## src/rtl/reg_sweeper_pkg.sv

```systemverilog
// Shared types and constants for the register-index sweeper.
package reg_sweeper_pkg;

    typedef enum logic [1:0] {
        IDLE  = 2'd0,
        ARMED = 2'd1,
        SWEEP = 2'd2,
        DONE  = 2'd3
    } state_t;

    localparam logic DIR_UP   = 1'b1;
    localparam logic DIR_DOWN = 1'b0;

endpackage

```

## src/rtl/reg_sweeper_if.sv

```systemverilog
// Control and register-file-side signals of the sweeper, grouped as one bus.
interface reg_sweeper_if #(
    parameter int REG_W = 5,
    parameter int LEN_W = 4
);
    logic             go;
    logic             direction;
    logic [REG_W-1:0] start;
    logic [LEN_W-1:0] len;
    logic             abort;
    logic [REG_W-1:0] regnum;
    logic             wr_en;
    logic             busy;
    logic             done;

    modport master (
        output go, direction, start, len, abort,
        input  regnum, wr_en, busy, done
    );

    modport slave (
        input  go, direction, start, len, abort,
        output regnum, wr_en, busy, done
    );
endinterface

```

## src/rtl/reg_sweeper_sweep_counter.sv

```systemverilog
// Index register, step down-counter and latched sweep direction.
module sweep_counter
    import reg_sweeper_pkg::*;
#(
    parameter int REG_W  = 5,
    parameter int LEN_W  = 4,
    parameter int STRIDE = 1
) (
    input  logic             clock,
    input  logic             reset,
    input  logic             load,
    input  logic             step_idx,
    input  logic             step_cnt,
    input  logic             dir_load,
    input  logic             dir_in,
    input  logic [REG_W-1:0] start,
    input  logic [LEN_W-1:0] len,
    output logic [REG_W-1:0] idx,
    output logic             last,
    output logic             empty
);
    localparam logic [REG_W-1:0] STRIDE_V = REG_W'(STRIDE);

    logic [LEN_W-1:0] cnt;
    logic             dir_q;
    logic             step_dir;

    // The first step happens in the same cycle the direction is captured,
    // so it must use the live input rather than the stored copy.
    assign step_dir = dir_load ? dir_in : dir_q;
    assign last     = (cnt == LEN_W'(1));
    assign empty    = (cnt == '0);

    // Index, counter and direction registers; index wraps modulo 2^REG_W.
    always_ff @(posedge clock) begin
        if (!reset) begin
            idx   <= '0;
            cnt   <= '0;
            dir_q <= DIR_UP;
        end else if (load) begin
            idx <= start;
            cnt <= len;
        end else begin
            if (dir_load) dir_q <= dir_in;
            if (step_idx) idx <= (step_dir == DIR_UP) ? idx + STRIDE_V : idx - STRIDE_V;
            if (step_cnt) cnt <= cnt - LEN_W'(1);
        end
    end
endmodule

```

## src/rtl/reg_sweeper.sv

```systemverilog
// Register-index sweeper: FSM and output decode around sweep_counter.
//
//   state | meaning
//   IDLE  | reset state, waiting for go
//   ARMED | go held: start/len re-latched every cycle, no writes
//   SWEEP | one write strobe per cycle, index stepping by STRIDE
//   DONE  | sweep finished or aborted, last index held until re-armed
module reg_sweeper
    import reg_sweeper_pkg::*;
#(
    parameter int REG_W  = 5,
    parameter int LEN_W  = 4,
    parameter int STRIDE = 1
) (
    input  logic          clock,
    input  logic          reset,
    reg_sweeper_if.slave  bus
);
    state_t           state_q;
    state_t           state_d;
    logic             load;
    logic             step_idx;
    logic             step_cnt;
    logic             dir_load;
    logic [REG_W-1:0] idx;
    logic             last;
    logic             empty;

    sweep_counter #(
        .REG_W  (REG_W),
        .LEN_W  (LEN_W),
        .STRIDE (STRIDE)
    ) u_counter (
        .clock    (clock),
        .reset    (reset),
        .load     (load),
        .step_idx (step_idx),
        .step_cnt (step_cnt),
        .dir_load (dir_load),
        .dir_in   (bus.direction),
        .start    (bus.start),
        .len      (bus.len),
        .idx      (idx),
        .last     (last),
        .empty    (empty)
    );

    // State register.
    always_ff @(posedge clock) begin
        if (!reset) state_q <= IDLE;
        else        state_q <= state_d;
    end

    // Next state and counter controls; abort wins over go in ARMED.
    always_comb begin
        state_d  = state_q;
        load     = 1'b0;
        step_idx = 1'b0;
        step_cnt = 1'b0;
        dir_load = 1'b0;
        case (state_q)
            IDLE: begin
                if (bus.go) begin
                    load    = 1'b1;
                    state_d = ARMED;
                end
            end
            ARMED: begin
                if (bus.abort) begin
                    state_d = DONE;
                end else if (bus.go) begin
                    load = 1'b1;
                end else begin
                    dir_load = 1'b1;
                    if (empty) begin
                        state_d = DONE;
                    end else begin
                        step_idx = 1'b1;
                        state_d  = SWEEP;
                    end
                end
            end
            SWEEP: begin
                if (bus.abort) begin
                    state_d = DONE;
                end else begin
                    step_cnt = 1'b1;
                    if (last) state_d  = DONE;
                    else      step_idx = 1'b1;
                end
            end
            DONE: begin
                if (bus.go) begin
                    load    = 1'b1;
                    state_d = ARMED;
                end
            end
            default: state_d = IDLE;
        endcase
    end

    assign bus.regnum = idx;
    assign bus.wr_en  = (state_q == SWEEP);
    assign bus.busy   = (state_q == ARMED) || (state_q == SWEEP);
    assign bus.done   = (state_q == DONE);
endmodule

```

## src/flat_wrapper.sv

```systemverilog
// flat-port wrapper written by rule: the top's interface ports become plain ports
module reg_sweeper_flat import reg_sweeper_pkg::*;
#(
    parameter int REG_W  = 5,
    parameter int LEN_W  = 4,
    parameter int STRIDE = 1
)
  (clock, reset, bus_go, bus_direction, bus_start, bus_len, bus_abort, bus_regnum, bus_wr_en, bus_busy, bus_done);
  reg_sweeper_if #(.REG_W(REG_W), .LEN_W(LEN_W)) bus_i ();
  input  logic clock;
  input  logic reset;
  input wire logic [$bits(bus_i.go)-1:0] bus_go;
  input wire logic [$bits(bus_i.direction)-1:0] bus_direction;
  input wire logic [$bits(bus_i.start)-1:0] bus_start;
  input wire logic [$bits(bus_i.len)-1:0] bus_len;
  input wire logic [$bits(bus_i.abort)-1:0] bus_abort;
  output wire logic [$bits(bus_i.regnum)-1:0] bus_regnum;
  output wire logic [$bits(bus_i.wr_en)-1:0] bus_wr_en;
  output wire logic [$bits(bus_i.busy)-1:0] bus_busy;
  output wire logic [$bits(bus_i.done)-1:0] bus_done;
  assign bus_i.go = bus_go;
  assign bus_i.direction = bus_direction;
  assign bus_i.start = bus_start;
  assign bus_i.len = bus_len;
  assign bus_i.abort = bus_abort;
  assign bus_regnum = bus_i.regnum;
  assign bus_wr_en = bus_i.wr_en;
  assign bus_busy = bus_i.busy;
  assign bus_done = bus_i.done;
  reg_sweeper #(.REG_W(REG_W), .LEN_W(LEN_W), .STRIDE(STRIDE)) u_core (.clock(clock), .reset(reset), .bus(bus_i));
endmodule
```

## config.mk

```make
export PLATFORM = sky130hd
export DESIGN_NAME = reg_sweeper_flat
export DESIGN_NICKNAME = d
export VERILOG_FILES = /design/src/rtl/reg_sweeper_pkg.sv /design/src/rtl/reg_sweeper_if.sv /design/src/rtl/reg_sweeper_sweep_counter.sv /design/src/rtl/reg_sweeper.sv /design/src/flat_wrapper.sv
export SDC_FILE = /design/constraint.sdc
export NUM_CORES = 1
export LEC_CHECK = 0
export CELL_PAD_IN_SITES_DETAIL_PLACEMENT = 1
export CELL_PAD_IN_SITES_GLOBAL_PLACEMENT = 2
export CORE_MARGIN = 4
export CORE_UTILIZATION = 28
export CTS_BUF_LIST = sky130_fd_sc_hd__clkbuf_8 sky130_fd_sc_hd__clkbuf_16
export DETAILED_ROUTE_END_ITERATION = 10
export PLACE_DENSITY = 0.78
export REMOVE_ABC_BUFFERS = 1
export SLEW_MARGIN = 40
export SYNTH_ARGS = -nofsm -noshare
export SYNTH_HDL_FRONTEND = slang
export SYNTH_HIERARCHICAL = 1
export SYNTH_SLANG_ARGS = --single-unit
```

## constraint.sdc

```tcl
create_clock -name clock -period 3.1 [get_ports clock]
set_input_delay 0.31 -clock clock [delete_from_list [all_inputs] [get_ports clock]]
set_output_delay 0.31 -clock clock [all_outputs]
set_load 0.05 [all_outputs]
```

==> qor.tcl, run 1 <==
set qor(status) {finished, final reports clean}
set qor(vias) 876
set qor(vdd_drop_max_mv) 0.275
set qor(die_area_um2) 4350
set qor(worst_setup_path_start_kind) {flip-flop}
set qor(drt-vias-per-instance) 4.76
set qor(post_cts_hold_buffer_count) 0
set qor(postRouteAntennaNets) 0
set qor(io_pins) 22
set qor(worst_setup_path_end_kind) {flip-flop}
set qor(routed_wire_length_per_instance_um) 12.9
set qor(postSynthAreaPerCell_um2) 8.03
set qor(clkTransAtPathRegs_ns) 0.06
set qor(synth_seq_area_share_pct) 25.6
set qor(die_width_um) 65.9
set qor(max_cap_violations) 0
set qor(period_share_pct) 86.2
set qor(synthesis.area_um2) 940
set qor(core_um2) 3130
set qor(setup_viol) 0
set qor(cts_tree) {yes}
set qor(num_antenna_cells) 0
set qor(cts.path.max_buffers) 2
set qor(clock_insertion_delay_worst_skew_ns) 0.24
set qor(area_growth_syn_to_layout_pct) 34.4
set qor(post_cts_resized) 0
set qor(worst-setup-path-type) {flip-flop to flip-flop}
set qor(placement_rows) 20
set qor(yosys_warnings) 6
set qor(cp.required_ns) 3.23
set qor(cts.htree.levels) 1
set qor(layout_cell_share_with_drive_strength_beyond_1_pct) 6.43
set qor(timing.fmax_mhz) 374
set qor(fillerInstances) 392
set qor(first_iter_violations) 37
set qor(ys_ff_latch) 12
set qor(number_of_global_route_vias_before_repair) 943
set qor(drc_errors) 0
set qor(antenna_found_initial) 0
set qor(finalWirelength_um) 2370
set qor(post-cts-setup-buffer-count) 0
set qor(max_slew.worst_pin.slew_ns) 0.560
set qor(power.total_mw) 1.08
set qor(count_of_unique_library_cells_instantiated_by_yosys) 31
set qor(dpl.hpwl_um) 1770
set qor(pin_count_of_the_biggest_net_entering_global_routing) 17
set qor(power.static_leakage_nw) 0.481
set qor(synth_cells) 117
set qor(grt_setup_unrepaired) {no}
set qor(power_density_nw_per_um2) 857
set qor(clock_sink_count) 12
set qor(fin_setup_tns_ns) 0
set qor(clock_skew_ns) 0.00433
set qor(nNetsFinal) 166
set qor(min_path_type) {flip-flop to flip-flop}
set qor(port_buffers) 21
set qor(hold_viol_final) 0
set qor(timing_max_transition_violations_final) 0
set qor(cts_root_buf) {clkbuf_8}
set qor(detailedRoute.firstPassIterationCount) 4
set qor(effective_utilization_at_floorplan_pct) 30.0
set qor(max-slew-margin-rel_pct) 62.5
set qor(path_max_fanout) 6
set qor(min_period_ns) 2.67
set qor(arrival_worst_endpoint_ns) 2.80
set qor(cts_made_buffers) 3
set qor(grt_first_pass_wirelength_um) 4080
set qor(global_route.usage.total_pct) 12.0
set qor(die_height_um) 65.9
set qor(gp_congestion) 0.852
set qor(global_route.overflow_total) 0
==> where the power goes <==
group          leakage [nW]  total (mW)  switching, mW  internal [mW]
Clock                0.0288       0.177         0.0642          0.112
Combinational         0.354       0.644          0.382          0.262
Sequential           0.0987       0.261         0.0572          0.204
==> metal layers <==
layer	GRT usage [%]	routed length [um]	up-vias
li1	-	-	442
met1	14.7	1130	409
met2	19.9	1140	21
met3	3.23	91	4
met4	4.31	11	0
met5	0	0	-
==> kinds of logic after synthesis <==
| kind of cell | synth area share [%] |
|---|---|
| muxes | 4.53 |
| xor gates and xnor gates | 5.59 |
| DFF | 25.6 |
| AOI/OAI and AO/OA | 13.4 |
| buffers and inverters | 5.46 |
| and+or+nand+nor | 30.0 |
| adders and majority gates | 15.4 |
==> placed cells by master (no fill, tap or decap), types with 2 or more instances in the layout <==
cell type         n
and2b_1           2
clkbuf_8          4
dfxtp_1          12
clkdlybuf4s50_1  21
xnor2_1           5
mux2i_1           2
nor2b_1           5
nor3b_1           5
nor2_1            5
buf_4             2
ha_1             10
a21oi_1           8
nand3_1           3
inv_1             9
o21ai_0           8
and2_1            5
nand2_1          12
nand4_1           2
nor3_1            2
a211oi_1          3
nand2b_1          4
==> flip-flops by register name (all words and copies together), names as in the netlist <==
signal,flops
u_core/state_q,2
u_core/u_counter/cnt,4
u_core/u_counter/dir_q,1
u_core/u_counter/idx,5
==> critical path, cell delays in order, from the launching register on <==
cell      delay [ns]
dfxtp_1         0.37
inv_1           0.10
ha_1            0.25
nor3b_1         0.40
mux2i_4         0.39
inv_1           0.12
fa_1            0.42
nand2b_1        0.16
a21oi_1         0.16
or3_1           0.14
nand3_1         0.06
==> Yosys cell counts <==
master	number	area share, %
o211ai_1	1	0.80
nor3_1	2	1.1
and2_1	5	3.3
nor4b_1	1	0.93
o2111ai_1	1	0.93
mux2i_4	1	2.4
buf_1	1	0.40
and2b_1	2	1.6
a21boi_0	1	0.80
fa_1	1	2.1
and3_1	1	0.67
or3_1	1	0.67
xor2_1	1	0.93
nor2_1	5	2.0
clkbuf_1	1	0.40
dfxtp_1	12	26
inv_1	9	3.6
and4_4	1	1.2
o21ai_0	8	4.3
nand3_1	3	1.6
a211oi_1	3	2.4
xnor2_1	5	4.7
nor2b_1	5	3.3
nand2_1	12	4.8
nand2b_1	4	2.7
ha_1	10	13
nor3b_1	6	4.8
a21oi_1	8	4.3
buf_2	2	1.1
nand4_1	2	1.3
mux2i_1	2	2.1
==> per-stage QoR <==
step	hold slack, ns	cells	cell area, um^2	worst slack, ns	utilization (%)
after floorplan	0.372	113	922	0.508	-
after global placement	0.533	180	1210	0.386	38.6
after detailed placement	0.536	180	1210	0.308	38.6
after CTS	0.551	184	1260	0.404	40.4
after global routing	0.577	184	1260	0.219	40.4
final	0.542	184	1260	0.428	40.4
==> path summary, 6_finish.rpt <==
kind	startpoint	endpoint	slack [ns]	cells past startpoint
worst max-delay path	u_core/state_q[1]	u_core/u_counter/idx[4]	0.43	10
worst min-delay path	u_core/u_counter/dir_q	u_core/u_counter/dir_q	0.54	2
worst max register to register	u_core/state_q[1]	u_core/u_counter/idx[4]	0.43	10
worst min register to register	u_core/u_counter/dir_q	u_core/u_counter/dir_q	0.54	2
==> final cells by class <==
type	count	area [um^2]	area share, %
Sequential cell	12	240	19.0
Timing Repair Buffer	23	225	17.8
Multi-Input combinational cell	92	653	51.7
Inverter	9	33.8	2.68
Clock buffer	4	55.1	4.36
Tap cell	44	55.1	4.36
No activity file was read; power rests on OpenSTA's default activity.
==> run 2, diff against run 1 <==
--- a/config.mk
+++ b/config.mk
@@ -10,6 +10,7 @@
 export CORE_MARGIN = 4
 export CORE_UTILIZATION = 28
 export CTS_BUF_LIST = sky130_fd_sc_hd__clkbuf_8 sky130_fd_sc_hd__clkbuf_16
+export CTS_CLUSTER_SIZE = 16
 export DETAILED_ROUTE_END_ITERATION = 10
 export PLACE_DENSITY = 0.78
 export REMOVE_ABC_BUFFERS = 1
==> results of run 2 <==
Same layout as run 1: the final DEF is identical, and so are final timing and power.
